File: config.mk
export PLATFORM = sky130hd
export DESIGN_NAME = bus_cycle_responder_flat
export DESIGN_NICKNAME = d
export VERILOG_FILES = /design/src/rtl/bus_cycle_responder_if.sv /design/src/rtl/bus_cycle_responder.sv /design/src/flat_wrapper.sv
export SDC_FILE = /design/constraint.sdc
export NUM_CORES = 1
export LEC_CHECK = 0
export ABC_AREA = 1
export ABC_CLOCK_PERIOD_IN_PS = 3300
export BUFFER_PORTS_ARGS = -buffer_cell sky130_fd_sc_hd__buf_2
export CAP_MARGIN = 20
export CORE_MARGIN = 3
export CORE_UTILIZATION = 45
export DETAILED_ROUTE_END_ITERATION = 8
export MAX_ROUTING_LAYER = met4
export PLACE_DENSITY_LB_ADDON = 0.3
export SETUP_SLACK_MARGIN = 0.02
export SYNTH_ARGS = -nofsm -noshare
export SYNTH_HDL_FRONTEND = slang
export SYNTH_SLANG_ARGS = --single-unit
File: constraint.sdc
create_clock -name clock -period 3.3 [get_ports clock]
set_input_delay 0.495 -clock clock [delete_from_list [all_inputs] [get_ports clock]]
set_output_delay 0.495 -clock clock [all_outputs]
set_load 0.01 [all_outputs]
File: src/rtl/bus_cycle_responder_if.sv
// 68030 asynchronous bus cycle signals seen by the slave-side responder.
interface bus_cycle_responder_if;
  logic       as;
  logic       rom_cs;
  logic       ram_cs;
  logic       io_cs;
  logic       io_ready;
  logic [1:0] dsack;
  logic       berr;
  logic       cycle_active;

  modport master (
    output as, rom_cs, ram_cs, io_cs, io_ready,
    input  dsack, berr, cycle_active
  );

  modport slave (
    input  as, rom_cs, ram_cs, io_cs, io_ready,
    output dsack, berr, cycle_active
  );
endinterface

File: src/rtl/bus_cycle_responder.sv
// Ends 68030 bus cycles with DSACK after a per-region wait, or BERR after a timeout.
// All outputs registered; dsack asserts after edge E0+W+1, holds until AS is sampled high.
module bus_cycle_responder #(
  parameter int unsigned ROM_WAIT      = 3,
  parameter int unsigned RAM_WAIT      = 1,
  parameter int unsigned IO_WAIT       = 6,
  parameter logic [1:0]  ROM_DSACK     = 2'b00,
  parameter logic [1:0]  RAM_DSACK     = 2'b00,
  parameter logic [1:0]  IO_DSACK      = 2'b10,
  parameter int unsigned TIMEOUT       = 255,
  parameter int unsigned TIMEOUT_WIDTH = 8
) (
  input logic                  clock,
  input logic                  reset,
  bus_cycle_responder_if.slave bus
);

  localparam int TW = TIMEOUT_WIDTH;
  localparam logic [TW-1:0] ROM_W   = TW'(ROM_WAIT);
  localparam logic [TW-1:0] RAM_W   = TW'(RAM_WAIT);
  localparam logic [TW-1:0] IO_W    = TW'(IO_WAIT);
  localparam logic [TW-1:0] TMO_LIM = TW'(TIMEOUT);
  localparam logic [TW-1:0] TMO_MAX = '1;
  localparam logic [TW-1:0] ONE     = TW'(1);

  typedef enum logic [1:0] {ST_IDLE, ST_WAIT, ST_ACK, ST_BERR} state_t;
  typedef enum logic [1:0] {RG_NONE, RG_ROM, RG_RAM, RG_IO} region_t;

  state_t        state, state_n;
  region_t       region, region_n;
  logic [TW-1:0] wait_cnt, wait_n;
  logic [TW-1:0] tmo_cnt, tmo_n;
  logic          last_as;
  logic [1:0]    dsack_q, dsack_n;
  logic          berr_q, berr_n;
  logic          active_q, active_n;
  logic          ack_now;
  logic [1:0]    region_code;

  always_ff @(posedge clock) begin
    if (reset) begin
      state    <= ST_IDLE;
      region   <= RG_NONE;
      wait_cnt <= '0;
      tmo_cnt  <= '0;
      last_as  <= 1'b1;
      dsack_q  <= 2'b11;
      berr_q   <= 1'b1;
      active_q <= 1'b0;
    end else begin
      state    <= state_n;
      region   <= region_n;
      wait_cnt <= wait_n;
      tmo_cnt  <= tmo_n;
      last_as  <= bus.as;
      dsack_q  <= dsack_n;
      berr_q   <= berr_n;
      active_q <= active_n;
    end
  end

  always_comb begin
    region_code = 2'b11;
    case (region)
      RG_ROM:  region_code = ROM_DSACK;
      RG_RAM:  region_code = RAM_DSACK;
      RG_IO:   region_code = IO_DSACK;
      default: region_code = 2'b11;
    endcase
  end

  always_comb begin
    state_n  = state;
    region_n = region;
    wait_n   = wait_cnt;
    tmo_n    = tmo_cnt;
    dsack_n  = dsack_q;
    berr_n   = berr_q;
    active_n = active_q;
    ack_now  = 1'b0;

    case (state)
      ST_IDLE: begin
        // Only a falling edge of AS starts a cycle; chip selects are captured here only.
        if (!bus.as && last_as) begin
          state_n  = ST_WAIT;
          active_n = 1'b1;
          tmo_n    = '0;
          if (bus.rom_cs) begin
            region_n = RG_ROM;
            wait_n   = ROM_W;
          end else if (bus.ram_cs) begin
            region_n = RG_RAM;
            wait_n   = RAM_W;
          end else if (bus.io_cs) begin
            region_n = RG_IO;
            wait_n   = IO_W;
          end else begin
            region_n = RG_NONE;
            wait_n   = '0;
          end
        end
      end

      ST_WAIT: begin
        if (bus.as) begin
          state_n  = ST_IDLE;
          active_n = 1'b0;
        end else begin
          if (tmo_cnt != TMO_MAX) tmo_n = tmo_cnt + ONE;
          if (wait_cnt != '0) begin
            wait_n = wait_cnt - ONE;
          end else if (region == RG_ROM || region == RG_RAM ||
                       (region == RG_IO && bus.io_ready)) begin
            ack_now = 1'b1;
          end
          // An acknowledge on the timeout edge takes precedence over the bus error.
          if (ack_now) begin
            state_n = ST_ACK;
            dsack_n = region_code;
          end else if (tmo_n >= TMO_LIM) begin
            state_n = ST_BERR;
            berr_n  = 1'b0;
          end
        end
      end

      default: begin
        if (bus.as) begin
          state_n  = ST_IDLE;
          dsack_n  = 2'b11;
          berr_n   = 1'b1;
          active_n = 1'b0;
        end
      end
    endcase
  end

  assign bus.dsack        = dsack_q;
  assign bus.berr         = berr_q;
  assign bus.cycle_active = active_q;

endmodule

File: src/flat_wrapper.sv
// flat-port wrapper written by rule: the top's interface ports become plain ports
module bus_cycle_responder_flat 
#(
  parameter int unsigned ROM_WAIT      = 3,
  parameter int unsigned RAM_WAIT      = 1,
  parameter int unsigned IO_WAIT       = 6,
  parameter logic [1:0]  ROM_DSACK     = 2'b00,
  parameter logic [1:0]  RAM_DSACK     = 2'b00,
  parameter logic [1:0]  IO_DSACK      = 2'b10,
  parameter int unsigned TIMEOUT       = 255,
  parameter int unsigned TIMEOUT_WIDTH = 8
)
  (clock, reset, bus_as, bus_rom_cs, bus_ram_cs, bus_io_cs, bus_io_ready, bus_dsack, bus_berr, bus_cycle_active);
  bus_cycle_responder_if bus_i ();
  input logic clock;
  input logic reset;
  input wire logic [$bits(bus_i.as)-1:0] bus_as;
  input wire logic [$bits(bus_i.rom_cs)-1:0] bus_rom_cs;
  input wire logic [$bits(bus_i.ram_cs)-1:0] bus_ram_cs;
  input wire logic [$bits(bus_i.io_cs)-1:0] bus_io_cs;
  input wire logic [$bits(bus_i.io_ready)-1:0] bus_io_ready;
  output wire logic [$bits(bus_i.dsack)-1:0] bus_dsack;
  output wire logic [$bits(bus_i.berr)-1:0] bus_berr;
  output wire logic [$bits(bus_i.cycle_active)-1:0] bus_cycle_active;
  assign bus_i.as = bus_as;
  assign bus_i.rom_cs = bus_rom_cs;
  assign bus_i.ram_cs = bus_ram_cs;
  assign bus_i.io_cs = bus_io_cs;
  assign bus_i.io_ready = bus_io_ready;
  assign bus_dsack = bus_i.dsack;
  assign bus_berr = bus_i.berr;
  assign bus_cycle_active = bus_i.cycle_active;
  bus_cycle_responder #(.ROM_WAIT(ROM_WAIT), .RAM_WAIT(RAM_WAIT), .IO_WAIT(IO_WAIT), .ROM_DSACK(ROM_DSACK), .RAM_DSACK(RAM_DSACK), .IO_DSACK(IO_DSACK), .TIMEOUT(TIMEOUT), .TIMEOUT_WIDTH(TIMEOUT_WIDTH)) u_core (.clock(clock), .reset(reset), .bus(bus_i));
endmodule
# Yosys cells after proc, flatten, opt, wreduce, memory -nomap -nowiden
# Cells that the tools add are included.
[totals] ff_bits=25 input_bits=7 wordCells=82
[classes] addsub=2 magnitude_cmp=1 eq_ne=11 mux=39 n_bitwise=1 n_reduce_logical=20
[ops] op="8-bit two-way mux" n=10
[ops] op="8-bit case mux with 2 select lines" n=2
[ops] op="2-bit two-way mux" n=11
[ops] op="2-bit case mux with 2 select lines" n=3
[ops] op="1-bit two-way mux" n=11
[ops] op="8-bit by 1-bit adder with 8-bit output, second input constant" n=1
[ops] op="8-bit >= comparator, second input constant" n=1
[ops] op="8-bit != test, second input constant" n=1
[ops] op="4-bit AND reduction" n=2
[ops] op="2-bit nonzero test" n=4
[ops] op="8-bit nonzero test" n=1
[ops] op="8-bit by 1-bit subtractor with 8-bit output, second input constant" n=1
[ops] op="2-bit by 1-bit != test with 1-bit output, second input constant" n=3
[ops] op="3-bit AND reduction" n=2
[ops] op="5-bit AND reduction" n=1
[ops] op="2-bit by 1-bit == test with 1-bit output, second input constant" n=2
[ops] op="2-bit == test, second input constant" n=2
[ops] op="2-bit != test, second input constant" n=2
[ops] op="4-bit by 2-bit != test with 1-bit output, second input constant" n=1
[ops] op="2-bit AND reduction" n=2
[ops] op="3-bit two-way mux" n=1
[ops] op="3-bit nonzero test" n=1
[ops] op="1-bit logical AND" n=2
[ops] op="2-bit logical NOT" n=1
[ops] op="5 further kinds" n=6

# Logic depth before layout (Yosys ltp)
[logic_depth] depth_word=10 mapped_depth=13 ltp_nobuf=13

# Worst setup path before layout
# OpenSTA, ideal clock, no wires.
[synth_timing] path_type="flip-flop to flip-flop" from="reg u_core.tmo_cnt[0]" to="reg u_core.berr_q, in the netlist u_core.bus.berr" setup_ns=0.124 arrival_time_ns=1.393 setup_slack_ns=1.782 stages_incl_launch_ff=13 path_buffers=0 path_cell_list="dfxtp_1 > ha_1 > nand2_2 > nor2_4 > nand2_4 > nand2_1 > nand3_1 > nor2_1 > nand2_1 > nand2_1 > nand2_1 > nand2_1 > nand3_1"
[synth_between] elab_chain_cells=7
[synth_lines] item="from (decl)" line="bus_cycle_responder.sv:32" source="logic [TW-1:0] tmo_cnt, tmo_n;"
[synth_lines] item="from (signal assigned)" line="bus_cycle_responder.sv:54" source="tmo_cnt <= tmo_n;"
[synth_lines] item="8-bit by 1-bit adder with 8-bit output / 8-bit != test (equally long branches)" line="bus_cycle_responder.sv:110" source="if (tmo_cnt != TMO_MAX) tmo_n = tmo_cnt + ONE;"
[synth_lines] item="8-bit two-way mux (*)" line="bus_cycle_responder.sv:110"
[synth_lines] item="8-bit two-way mux (*)" line="bus_cycle_responder.sv:106" source="if (bus.as) begin"
[synth_lines] item="8-bit two-way mux (*)" line="bus_cycle_responder.sv:82" source="case (state)"
[synth_lines] item="8-bit >= comparator (*)" line="bus_cycle_responder.sv:121" source="end else if (tmo_n >= TMO_LIM) begin"
[synth_lines] item="2-bit nonzero test (no source line) (*)"
[synth_lines] item="5-bit AND reduction (no source line) (*)"
[synth_lines] item="to (signal assigned)" line="bus_cycle_responder.sv:57" source="berr_q <= berr_n;"
[synth_lines] item="to (decl)" line="bus_cycle_responder.sv:35" source="logic berr_q, berr_n;"
# Every way passes the cells marked *; elsewhere a longest branch is shown, timed or not. The select of a mux whose other input is x is not followed.
# A chain may end at the register's enable or synchronous reset.

# Worst setup path in the final report
# Ends and elaborated chain as after synthesis.

==> results.sh <==
export IMPL_outcome="finished, final reports clean"
export IMPL_clock_path_buffers=2
export IMPL_drv_cap=0
export IMPL_hold_violations=0
export IMPL_slew_headroom=0.7130
export IMPL_finalSetupTns_ns=0
export IMPL_layout_common_cells="nand2_1, dfxtp_1, inv_1"
export IMPL_cp_max_fo=8
export IMPL_async_flop_share=0
export IMPL_synth_edf_count=0
export IMPL_fin_util=0.5216
export IMPL_numClockSinks=25
export IMPL_grt_ovfl_total=0
export IMPL_via_per_inst=4.957
export IMPL_layout_nets=250
export IMPL_fin_crit_ns=1.762
export IMPL_clk_pin_slew_worst_paths_ns=0.14
export IMPL_grt_pass1_vias=1204
export IMPL_slowest_delay_ns=0.43
export IMPL_finalCritPeriodShare=0.5341
export IMPL_drc=0
export IMPL_yosysTopAreaCell="dfxtp_1"
export IMPL_initial_core_util=0.4860
export IMPL_max_vdd_ir_drop_mv=0.4909
export IMPL_synthesis_nets=239
export IMPL_die_w_um=64.12
export IMPL_max_freq_ghz=0.5674
export IMPL_synthXorXnorAreaFrac=0.02305
export IMPL_ys_seq_area_frac=0.3292
export IMPL_synth_cell_types=31
export IMPL_tightest_slew_ns=0.4304
export IMPL_area_delta_synth_final_pct=7.325
export IMPL_slowest_stage="dfxtp_1"
export IMPL_avgSynthCellArea_sq_um=6.787
export IMPL_crit_path_frequent_cell="nand2_1"
export IMPL_cts_root_buf="clkbuf_4"
export IMPL_hp_class="reg2reg"
export IMPL_synth_mux_area_frac=0
export IMPL_yosysWarnings=0
export IMPL_ys_flop_type="dfxtp_1"
export IMPL_worst_clock_skew_ns=0.005226
export IMPL_worstSetupEndpointType="flip-flop"
export IMPL_crit_arrival_ns=1.98
export IMPL_fillerInstances=305
export IMPL_routed_wl_um=2861
export IMPL_final_setup_viol_count=0
export IMPL_p_per_area_mw_per_mm2=742.9
export IMPL_worstPathCellList="ha_1 > nand2_2 > nor2_4 > nand2_4 > nand3_1 > nand2_1 > nor2_1 > nand2_1 > nand2_1 > nand2_1 > nand2_1 > nand3_1"
export IMPL_synth_seq_cells=25
export IMPL_grt_pass1_wl_um=5119
export IMPL_routedWlPerCell_um=10.29
export IMPL_post_cts_buffers=0
export IMPL_yosys_area_share_simple=0.3449
export IMPL_grt_util_all_layers=0.1580
export IMPL_die_h_um=64.12
export IMPL_io_buffers=10
export IMPL_cp_required_ns=3.52
export IMPL_firstDrtPassIters=4
export IMPL_dp_hpwl_um=2233
export IMPL_syn_inst=224
export IMPL_final_max_slew_violation_count=0
export IMPL_insertion_delay_ns=0.32
export IMPL_synthesis_area_sq_mm=0.001520
export IMPL_crit_type="reg2reg"
export IMPL_synth_compound_area_frac=0.1621
export IMPL_drive_above_1_share=0.1111
export IMPL_die_area_sq_mm=0.004111
export IMPL_worstSetupStartpointType="flip-flop"
export IMPL_core_area_sq_mm=0.003128
export IMPL_final_antenna_net_count=0
export IMPL_synth_top_family_by_area="simple AND/OR/NAND/NOR gates"
export IMPL_grt_max_degree=17
export IMPL_drtIter0Drc=77
export IMPL_cts_tree="yes"
export IMPL_core_rowCount=20
export IMPL_antenna_found_initial=0
export IMPL_n_antenna_cell=0
export IMPL_numCtsBuffers=3
export IMPL_io_pins=11
export IMPL_grt_setup_unrepaired="no"
export IMPL_gp_congestion=0.8667
export IMPL_vias=1378
export IMPL_path_buf_inv=0
export IMPL_synth_top_area_share=0.3292
export IMPL_ctsHoldBuffers=0
export IMPL_synthAdderAreaFrac=0.06584
export IMPL_postCtsResizedCells=0
export IMPL_synthTopCellsByArea="dfxtp_1, nand2_1, a21oi_1, ha_1, nand3_1"
export IMPL_timing_reg2reg_setup_slack_ns=1.54
export IMPL_p_leak_nw=0.6886
export IMPL_cpLargestDelayFamily="simple AND/OR/NAND/NOR gates"
export IMPL_htreeDepth=1
export IMPL_final_common_cell="nand2_1"
## where the power goes
group / switching [mW] / internal (mW)
combinational: 0.400 / 0.231
clock: 0.0947 / 0.0464
sequential: 0.0598 / 0.380
## cell type report
cell class                 instances  area [sq um]  area share
multi-input combinational        171         905.9      0.5552
sequential                        25         500.5      0.3067
inverter                          24         90.09     0.05521
tap                               44         55.05     0.03374
timing repair buffer              10         50.05     0.03067
clock buffer                       3         22.52     0.01380
clock inverter                     1         7.507    0.004601
## per-stage QoR
| step | setup WS [ns] | hold WS [ns] | area [sq um] | total power, mW | std cells |
|---|---|---|---|---|---|
| final | 1.538 | 0.4696 | 1632 | 1.212 | 278 |
| after global routing | 1.339 | 0.5225 | 1632 | 1.350 | 278 |
| after CTS | 1.544 | 0.4751 | 1632 | 1.229 | 278 |
| after detailed placement | 1.469 | 0.4422 | 1602 | 1.080 | 274 |
| after global placement | 1.523 | 0.4361 | 1602 | 1.082 | 274 |
| after floorplan | 1.782 | 0.4539 | 1520 | 0.9783 | 224 |
## sequential cells by signal, summed over array words and instances, names as in the netlist
signal / count
u_core.bus.dsack: 2
u_core.bus.cycle_active: 1
u_core.wait_cnt: 8
u_core.last_as: 1
u_core.region: 2
u_core.state: 2
u_core.tmo_cnt: 8
u_core.bus.berr: 1
## synth_stat cells (3+ instances only)
library cell  number
dfxtp_1           25
nor2_1            19
xor2_1             3
inv_1             22
ha_1               8
nand3_1           20
o21ai_0           15
a21oi_1           20
nand2_1           59
nor2_4             4
o21bai_1           3
## worst paths after layout
check                                         start             endpoint  cells past startpoint
worst min register to register  u_core.bus.dsack[1]  u_core.bus.dsack[1]                      2
worst max register to register    u_core.tmo_cnt[0]      u_core.bus.berr                     12
worst min-delay path            u_core.bus.dsack[1]  u_core.bus.dsack[1]                      2
worst max-delay path              u_core.tmo_cnt[0]      u_core.bus.berr                     12
## kinds of logic after synthesis
family | after synthesis
AO/OA/AOI/OAI | 44
XOR/XNOR | 4
adder cells (fa/ha/maj) | 8
buffers and inverters | 28
flip-flops | 25
AND/OR/NAND/NOR | 115
## layer usage
layer  global-route usage  vias to the layer above  share of wire
li1                     -                      751              -
met1               0.1898                      613           0.50
met2               0.2671                       10           0.47
met3              0.01582                        4          0.015
met4              0.07124                        0          0.017
met5                    -                        -              0
## worst reg2reg max path: stages (launching register included)
cell	delay, ns
dfxtp_1	0.43
ha_1	0.20
nand2_2	0.11
nor2_4	0.16
nand2_4	0.10
nand3_1	0.11
nand2_1	0.05
nor2_1	0.13
nand2_1	0.11
nand2_1	0.09
nand2_1	0.05
nand2_1	0.05
nand3_1	0.06
Note: power is estimated with default switching activity, not from simulation.
